### src/rtl/store_monitor.sv
// Hardware pass/fail monitor on the data-memory write bus: classifies stores,
// latches a terminal verdict, runs a watchdog, counts stores and drives an LED.
module store_monitor #(
  parameter logic [31:0] PASS_ADR    = 32'd100,
  parameter logic [31:0] PASS_DATA   = 32'd7,
  parameter logic [31:0] SCRATCH_ADR = 32'd96,
  parameter int          TIMEOUT     = 1000,
  parameter int          BLINK_DIV   = 25_000_000
) (
  input  logic        clk,
  input  logic        reset,
  input  logic        MemWrite,
  input  logic [31:0] DataAdr,
  input  logic [31:0] WriteData,
  output logic [1:0]  status,
  output logic        done,
  output logic [31:0] fail_adr,
  output logic [31:0] fail_data,
  output logic [15:0] store_count,
  output logic        led
);

  typedef enum logic [1:0] {
    ST_RUN     = 2'b00,
    ST_PASS    = 2'b01,
    ST_FAIL    = 2'b10,
    ST_TIMEOUT = 2'b11
  } state_t;

  localparam logic [31:0] WD_LAST    = 32'(TIMEOUT - 1);
  localparam logic [31:0] BLINK_LAST = 32'(BLINK_DIV - 1);

  state_t      state_q, state_d;
  logic        done_q, done_d;
  logic [31:0] fail_adr_q, fail_adr_d;
  logic [31:0] fail_data_q, fail_data_d;
  logic [15:0] count_q, count_d;
  logic [31:0] wd_q, wd_d;
  logic [31:0] div_q, div_d;
  logic        led_q, led_d;

  // Next-state: store classification, watchdog, counters and LED divider.
  always_comb begin
    state_d     = state_q;
    done_d      = done_q;
    fail_adr_d  = fail_adr_q;
    fail_data_d = fail_data_q;
    count_d     = count_q;
    wd_d        = wd_q;
    div_d       = div_q;
    led_d       = led_q;
    case (state_q)
      ST_RUN: begin
        wd_d = wd_q + 32'd1;
        if (MemWrite) begin
          if (count_q != 16'hFFFF) begin
            count_d = count_q + 16'd1;
          end else begin
            count_d = count_q;
          end
          if ((DataAdr == PASS_ADR) && (WriteData == PASS_DATA)) begin
            state_d = ST_PASS;
            div_d   = 32'd0;
            led_d   = 1'b0;
          end else if (DataAdr == SCRATCH_ADR) begin
            // Scratch stores never terminate, so the watchdog still applies.
            if (wd_q == WD_LAST) begin
              state_d = ST_TIMEOUT;
              led_d   = 1'b1;
            end else begin
              state_d = ST_RUN;
            end
          end else begin
            state_d     = ST_FAIL;
            fail_adr_d  = DataAdr;
            fail_data_d = WriteData;
            led_d       = 1'b1;
          end
        end else if (wd_q == WD_LAST) begin
          state_d = ST_TIMEOUT;
          led_d   = 1'b1;
        end else begin
          state_d = ST_RUN;
        end
      end
      ST_PASS: begin
        if (div_q == BLINK_LAST) begin
          div_d = 32'd0;
          led_d = ~led_q;
        end else begin
          div_d = div_q + 32'd1;
        end
      end
      ST_FAIL, ST_TIMEOUT: begin
        led_d = 1'b1;
      end
      default: begin
        state_d = ST_FAIL;
        led_d   = 1'b1;
      end
    endcase
    done_d = (state_d != ST_RUN);
  end

  // State and datapath registers with synchronous reset.
  always_ff @(posedge clk) begin
    if (reset) begin
      state_q     <= ST_RUN;
      done_q      <= 1'b0;
      fail_adr_q  <= 32'd0;
      fail_data_q <= 32'd0;
      count_q     <= 16'd0;
      wd_q        <= 32'd0;
      div_q       <= 32'd0;
      led_q       <= 1'b0;
    end else begin
      state_q     <= state_d;
      done_q      <= done_d;
      fail_adr_q  <= fail_adr_d;
      fail_data_q <= fail_data_d;
      count_q     <= count_d;
      wd_q        <= wd_d;
      div_q       <= div_d;
      led_q       <= led_d;
    end
  end

  assign status      = state_q;
  assign done        = done_q;
  assign fail_adr    = fail_adr_q;
  assign fail_data   = fail_data_q;
  assign store_count = count_q;
  assign led         = led_q;

endmodule
### config.mk
export PLATFORM = sky130hd
export DESIGN_NAME = store_monitor
export DESIGN_NICKNAME = d
export VERILOG_FILES = /design/src/rtl/store_monitor.sv
export SDC_FILE = /design/constraint.sdc
export NUM_CORES = 1
export LEC_CHECK = 0
export BUFFER_PORTS_ARGS = -buffer_cell sky130_fd_sc_hd__buf_2
export CORE_ASPECT_RATIO = 1.25
export CORE_UTILIZATION = 30
export DETAILED_ROUTE_END_ITERATION = 16
export PLACE_DENSITY = 0.59
export SLEW_MARGIN = 20
export SYNTH_ARGS = -nofsm -noshare
export SYNTH_HDL_FRONTEND = slang
export SYNTH_SLANG_ARGS = --single-unit
export TNS_END_PERCENT = 10
### constraint.sdc
create_clock -name clk -period 2.6 [get_ports clk]
set_input_delay 0.26 -clock clk [delete_from_list [all_inputs] [get_ports clk]]
set_output_delay 0.26 -clock clk [all_outputs]
set_load 0.02 [all_outputs]
Word-level counts from Yosys, hierarchy flattened
Cells that the tools add are included.

Register bits: 148. Latch bits: 0. Bits in writable memories: 0. Bits in read-only memories: 0. Bits of input ports: 67. Word-level logic and storage cells: 49. Memories kept: 0.

Add/subtract/negate cells: 3. $mul: 0. Divide/modulo/power cells: 0. Order comparisons: 0. Eq/ne operators: 12. Shifts and indexed selects: 0. Multiplexer cells: 15. Bitwise operators: 3. Reductions and logical operators: 8.

Operators by type and width (count): $mux W32 (3); $add A32 B1 Y32 const B (2); $eq A32 B7 Y1 const B (2); $pmux W32 S2 (1); $eq A32 B10 Y1 const B (1); $eq A32 B25 Y1 const B (1); $eq A32 B3 Y1 const B (1); $add A16 B1 Y16 const B (1); $ne A16 B16 Y1 const B (1); $mux W2 (5); $ne A2 B2 Y1 const B (3); $reduce_and A3 Y1 (2); $mux W1 (5); $eq A2 B2 Y1 const B (2); $reduce_and A4 Y1 (1); $reduce_bool A2 Y1 (2); $not A1 Y1 (3); $pmux W1 S3 (1); $eq A2 B1 Y1 const B (1); $logic_not A2 Y1 (1); $reduce_or A2 Y1 (1); $logic_and A1 B1 Y1 (1).

Longest topological paths before layout
Depth in word-level cells: 7. Gate-level depth with buffers: 8. Gate-level depth less buffers: 7.

Worst setup path after synthesis
OpenSTA, ideal clock, no wires.

Path type: reg2reg. Start point: register count_q[6], in the netlist store_count[6]. End point: register count_q[3], in the netlist store_count[3]. Setup time: 0.128 ns. Arrival: 1.819 ns. Data required time: 2.472 ns. Setup slack: 0.653 ns. Cell stages (with the launch flop): 7. Clock period less this slack: 1.947 ns. Cells stage by stage: dfxtp_1 nand4_1 nor4_1 a41oi_1 nand4_1 xor2_1 nor2_1.

Longest elaborated chain between the ends: 2.

Ends and longest elaborated chain: start, declared (RTL line 37) `logic [15:0] count_q, count_d;`; start signal, assigned (RTL line 121) `count_q <= count_d;`; $ne A16 B16 Y1 (RTL line 56) `if (count_q != 16'hFFFF) begin`; $reduce_and A3 Y1 (no line).

No other way between the ends. A chain may end at the register's enable or synchronous reset.

Worst setup path in the final report
Start point: register div_q[0]. End point: register div_q[6].

Longest elaborated chain between the ends: 3. Elaborated cells on any way between the ends: 4. Classes of those cells: add/sub: 1; eq/ne: 1; mux: 2.

Ends and longest elaborated chain: start, declared (RTL line 39) `logic [31:0] div_q, div_d;`; start signal, assigned (RTL line 123) `div_q <= div_d;`; $add A32 B1 Y32 or $eq A32 B25 Y1 (tied branches) (RTL line 91, 87); $mux W32 (*) (RTL line 87) `if (div_q == BLINK_LAST) begin`; $pmux W32 S2 (*) (RTL line 52) `case (state_q)`.

Every way passes the cells marked *; elsewhere a longest branch is shown, timed or not.

==> run metrics <==
outcome=complete, no violations; Worst Max-Slew Pin Slew=roughly 0.8 ns; Multi-input gate area=~0.0033 sq mm; Layout Nets=between 1000 and 1500; detailed-route DRC error count=0; mux cell area share after synthesis=less than 1%; Pre-Repair DR Iteration Count=5; number of antenna cells inserted=0; most common flop cell mapped by yosys=sky130_fd_sc_hd__dfxtp_1; share of post-route cells with drive strength above 1=22.9%; cell count after synthesis=~800; Final Core Density=about 40%; routability congestion estimate from global placement=~0.86; Mapped Nets=between 800 and 900; antenna-violating nets left=0; fill cell instance count of the final layout=2129; number of enable-type register cells in the synthesized netlist=0; placement-stage worst setup slack=about 0.38 ns; Final Worst Setup Slack=between 0.4 and 0.5 ns; die width=133 microns; final instance count without filler cells=roughly 1200; overall via count from detail_route=6099; final count of hold timing violations=0; detailed-route wire length=~17000 microns; number of placed I/O pins=approximately 150; Syn. warnings=0; Setup crit end kind=flip-flop; Slew Limit Fails=0; half-perimeter wire length of the detailed placement result=roughly 12000 microns; TritonCTS Buffers=17; post-CTS resize count=0; final setup vio count=0; Pwr per Cell Area=around 660 mW/mm^2; setup repair after global routing missed its margin=false; peak ir drop on the vdd network=about 0.32 mV; fin crit share=84.5%; classification of the worst setup path=reg -> reg; Routed wire per std cell=~14 microns; share of the yosys chip area belonging to registers=between 40 and 50%; worst slew slack as a fraction of its limit=roughly 47%; xor and xnor fraction of the mapped netlist area=approximately 6%; Clock H-tree levels=4; placeable core area=0.0209 sq mm; data required time at the worst endpoint=between 2 and 3 ns; y dimension of the die=166 microns; remaining global-route overflow=0; Lkg Pwr=3.29 nW; proportion of power drawn by flip-flops and latches=between 40% and 50%; final worst path period need=2.20 ns; Switching Share=about a quarter; Net Sw Power=approximately 0.0014 W; wire length of the first global-routing pass=approximately 28000 microns; simple-gate share of the synthesized area=between 20% and 30%; worst skew pair latency=between 0.4 and 0.5 ns; initial antenna violation count=0; data arrival time at the worst-slack endpoint=between 2 and 3 ns; CTS root buffer=sky130_fd_sc_hd__clkbuf_16; via count of the first global-routing pass=around 5600; type of the tightest min-delay check=in -> reg; Max Clock Freq=between 400 and 500 MHz; synthesized area=about 0.0064 sq mm; number of distinct library cells after synthesis=52; synth-to-layout area growth=26.9%; clock slew at the register clock pins of the worst setup and hold paths=0.07 ns; number of I/O port buffers=150; FFs w/ async S/R, synth=0%; clock skew=roughly 0.0090 ns; maximum number of pins on one net before global-route repair=78; count of buffers added by post-CTS timing repair for setup=0; fraction of power consumed by combinational cells=9.2%; Mean Syn Cell Area=~8.1 sq um; effective utilization at floorplan=between 30% and 40%; critical path launch point type=flip-flop; routed vias/inst=4.94; peak fanout along the critical path=10; count of maximum capacitance violations=0; Yosys reg bits=148; combined flip-flop and latch cell area=roughly 0.003 sq mm; DIE AREA=0.0220 sq mm; clock sinks=148; synthesized-area fraction occupied by adder cells=0.585%; placed cells=1203; DRC violation total after the first TritonRoute iteration=266; CTS hold repair buffers=0; sum of negative setup slack=0 ns; GRT Overall Usage=15.7%; maximum clock insertion buffer count=2; std cell rows=59; clock share of power=~47%; post-synthesis compound-gate area fraction=14.2%; Internal=approximately 0.004 W; combinational family with the most area after synthesis=simple AND/OR/NAND/NOR gates; clock tree from TritonCTS=yes
stage by stage:
| step | power (W) | instance area [sq um] | hold WS, ns |
|---|---|---|---|
| floorplan | 0.00273 | 6420 | 0.396 |
| global placement | 0.00293 | 7540 | 0.438 |
| detailed placement | 0.00294 | 7540 | 0.443 |
| CTS | 0.00545 | 8140 | 0.0673 |
| global route | 0.00560 | 8140 | 0.0787 |
| finish | 0.00540 | 8140 | 0.0793 |
logic make-up (layout without fill, tap and decap cells):
kind of cell,Yosys count,count (layout)
adders and majority gates,3,3
AOI/OAI and AO/OA,166,166
muxes,1,1
buffers and inverters,48,214
and+or+nand+nor,384,384
xor gates and xnor gates,45,45
DFF,148,148
synth_stat cells (3+ instances only):
library cell,n,area share [%]
sky130_fd_sc_hd__clkbuf_1,24,1.4
sky130_fd_sc_hd__or4_1,3,0.35
sky130_fd_sc_hd__a31oi_1,9,0.88
sky130_fd_sc_hd__nor3b_1,3,0.35
sky130_fd_sc_hd__o21ai_1,4,0.31
sky130_fd_sc_hd__nand2_1,167,9.8
sky130_fd_sc_hd__xor2_1,18,2.5
sky130_fd_sc_hd__buf_2,5,0.39
sky130_fd_sc_hd__o21ai_0,52,4.1
sky130_fd_sc_hd__nand4_1,29,2.8
sky130_fd_sc_hd__xnor2_1,27,3.7
sky130_fd_sc_hd__dfxtp_1,148,46
sky130_fd_sc_hd__and3_1,12,1.2
sky130_fd_sc_hd__nand2b_1,3,0.29
sky130_fd_sc_hd__nand3_1,24,1.9
sky130_fd_sc_hd__a21o_1,4,0.47
sky130_fd_sc_hd__nor2_1,67,3.9
sky130_fd_sc_hd__nor4_1,27,2.6
sky130_fd_sc_hd__inv_1,11,0.64
sky130_fd_sc_hd__a21oi_1,83,6.5
sky130_fd_sc_hd__ha_1,3,0.58
sky130_fd_sc_hd__nor3_1,9,0.70
sky130_fd_sc_hd__and2_1,5,0.49
sky130_fd_sc_hd__or2_2,3,0.29
sky130_fd_sc_hd__buf_4,7,0.82
sky130_fd_sc_hd__and4_1,8,1.1
sky130_fd_sc_hd__or3_1,8,0.78
per-layer routing:
metal  share of wire [%]  global-route usage [%]  routed length (microns)
met5                   0                       0                        0
met2                  47                    27.1                     8070
met1                  45                    19.0                     7620
met3                 5.8                    3.42                      994
met4                 2.1                    5.96                      362
flip-flops by register name, summed over array words and instances (netlist names):
register     cells
fail_adr        32
done             1
status           2
fail_data       32
led              1
wd_q            32
div_q           32
store_count     16
worst paths after layout:
| check | start | endpoint | slack, ns | depth (start not counted) |
|---|---|---|---|---|
| setup reg to reg | div_q[0]$_SDFFE_PP0P_ | div_q[6]$_SDFFE_PP0P_ | 0.40 | 8 |
| hold reg to reg | fail_data[23]$_SDFFE_PP0P_ | fail_data[23]$_SDFFE_PP0P_ | 0.45 | 2 |
| setup / recovery | div_q[0]$_SDFFE_PP0P_ | div_q[6]$_SDFFE_PP0P_ | 0.40 | 8 |
| hold / removal | DataAdr[15] | fail_adr[15]$_SDFFE_PP0P_ | 0.08 | 3 |
layout make-up:
cell class | count | area share (%)
Clock buffer | 18 | 5.39
Clock inverter | 14 | 2.04
Inverter | 11 | 0.507
Multi-Input combinational cell | 599 | 40.0
Sequential cell | 148 | 36.4
Tap cell | 274 | 4.21
Timing Repair Buffer | 171 | 11.5
placed cells by master (no fill, tap or decap), types with 17 or more instances in the layout:
master,count
sky130_fd_sc_hd__nand3_1,24
sky130_fd_sc_hd__xor2_1,18
sky130_fd_sc_hd__a21oi_1,82
sky130_fd_sc_hd__clkbuf_16,17
sky130_fd_sc_hd__nand4_1,29
sky130_fd_sc_hd__buf_4,20
sky130_fd_sc_hd__o21ai_0,52
sky130_fd_sc_hd__dfxtp_1,148
sky130_fd_sc_hd__xnor2_1,27
sky130_fd_sc_hd__buf_2,149
sky130_fd_sc_hd__nor2_1,67
sky130_fd_sc_hd__nor4_1,27
sky130_fd_sc_hd__nand2_1,167
critical path, stage by stage, from the launching register on:
cell and delay (ns):
sky130_fd_sc_hd__dfxtp_1 0.37, sky130_fd_sc_hd__ha_1 0.20, sky130_fd_sc_hd__and3_1 0.27, sky130_fd_sc_hd__nand4_1 0.24
sky130_fd_sc_hd__nor3_2 0.33, sky130_fd_sc_hd__nor2_1 0.21, sky130_fd_sc_hd__buf_4 0.23, sky130_fd_sc_hd__a21oi_1 0.15
sky130_fd_sc_hd__o21bai_1 0.08
power by group through the flow:
| stage | clock network, W | registers [W] | logic [W] |
|---|---|---|---|
| floorplan | 0 | 0.00253 | 0.000199 |
| CTS | 0.00257 | 0.00239 | 0.000500 |
| global placement | 0 | 0.00244 | 0.000497 |
| finish | 0.00251 | 0.00239 | 0.000496 |
| detailed placement | 0 | 0.00244 | 0.000499 |
| global route | 0.00266 | 0.00240 | 0.000544 |
No activity file was read; power rests on OpenSTA's default activity.
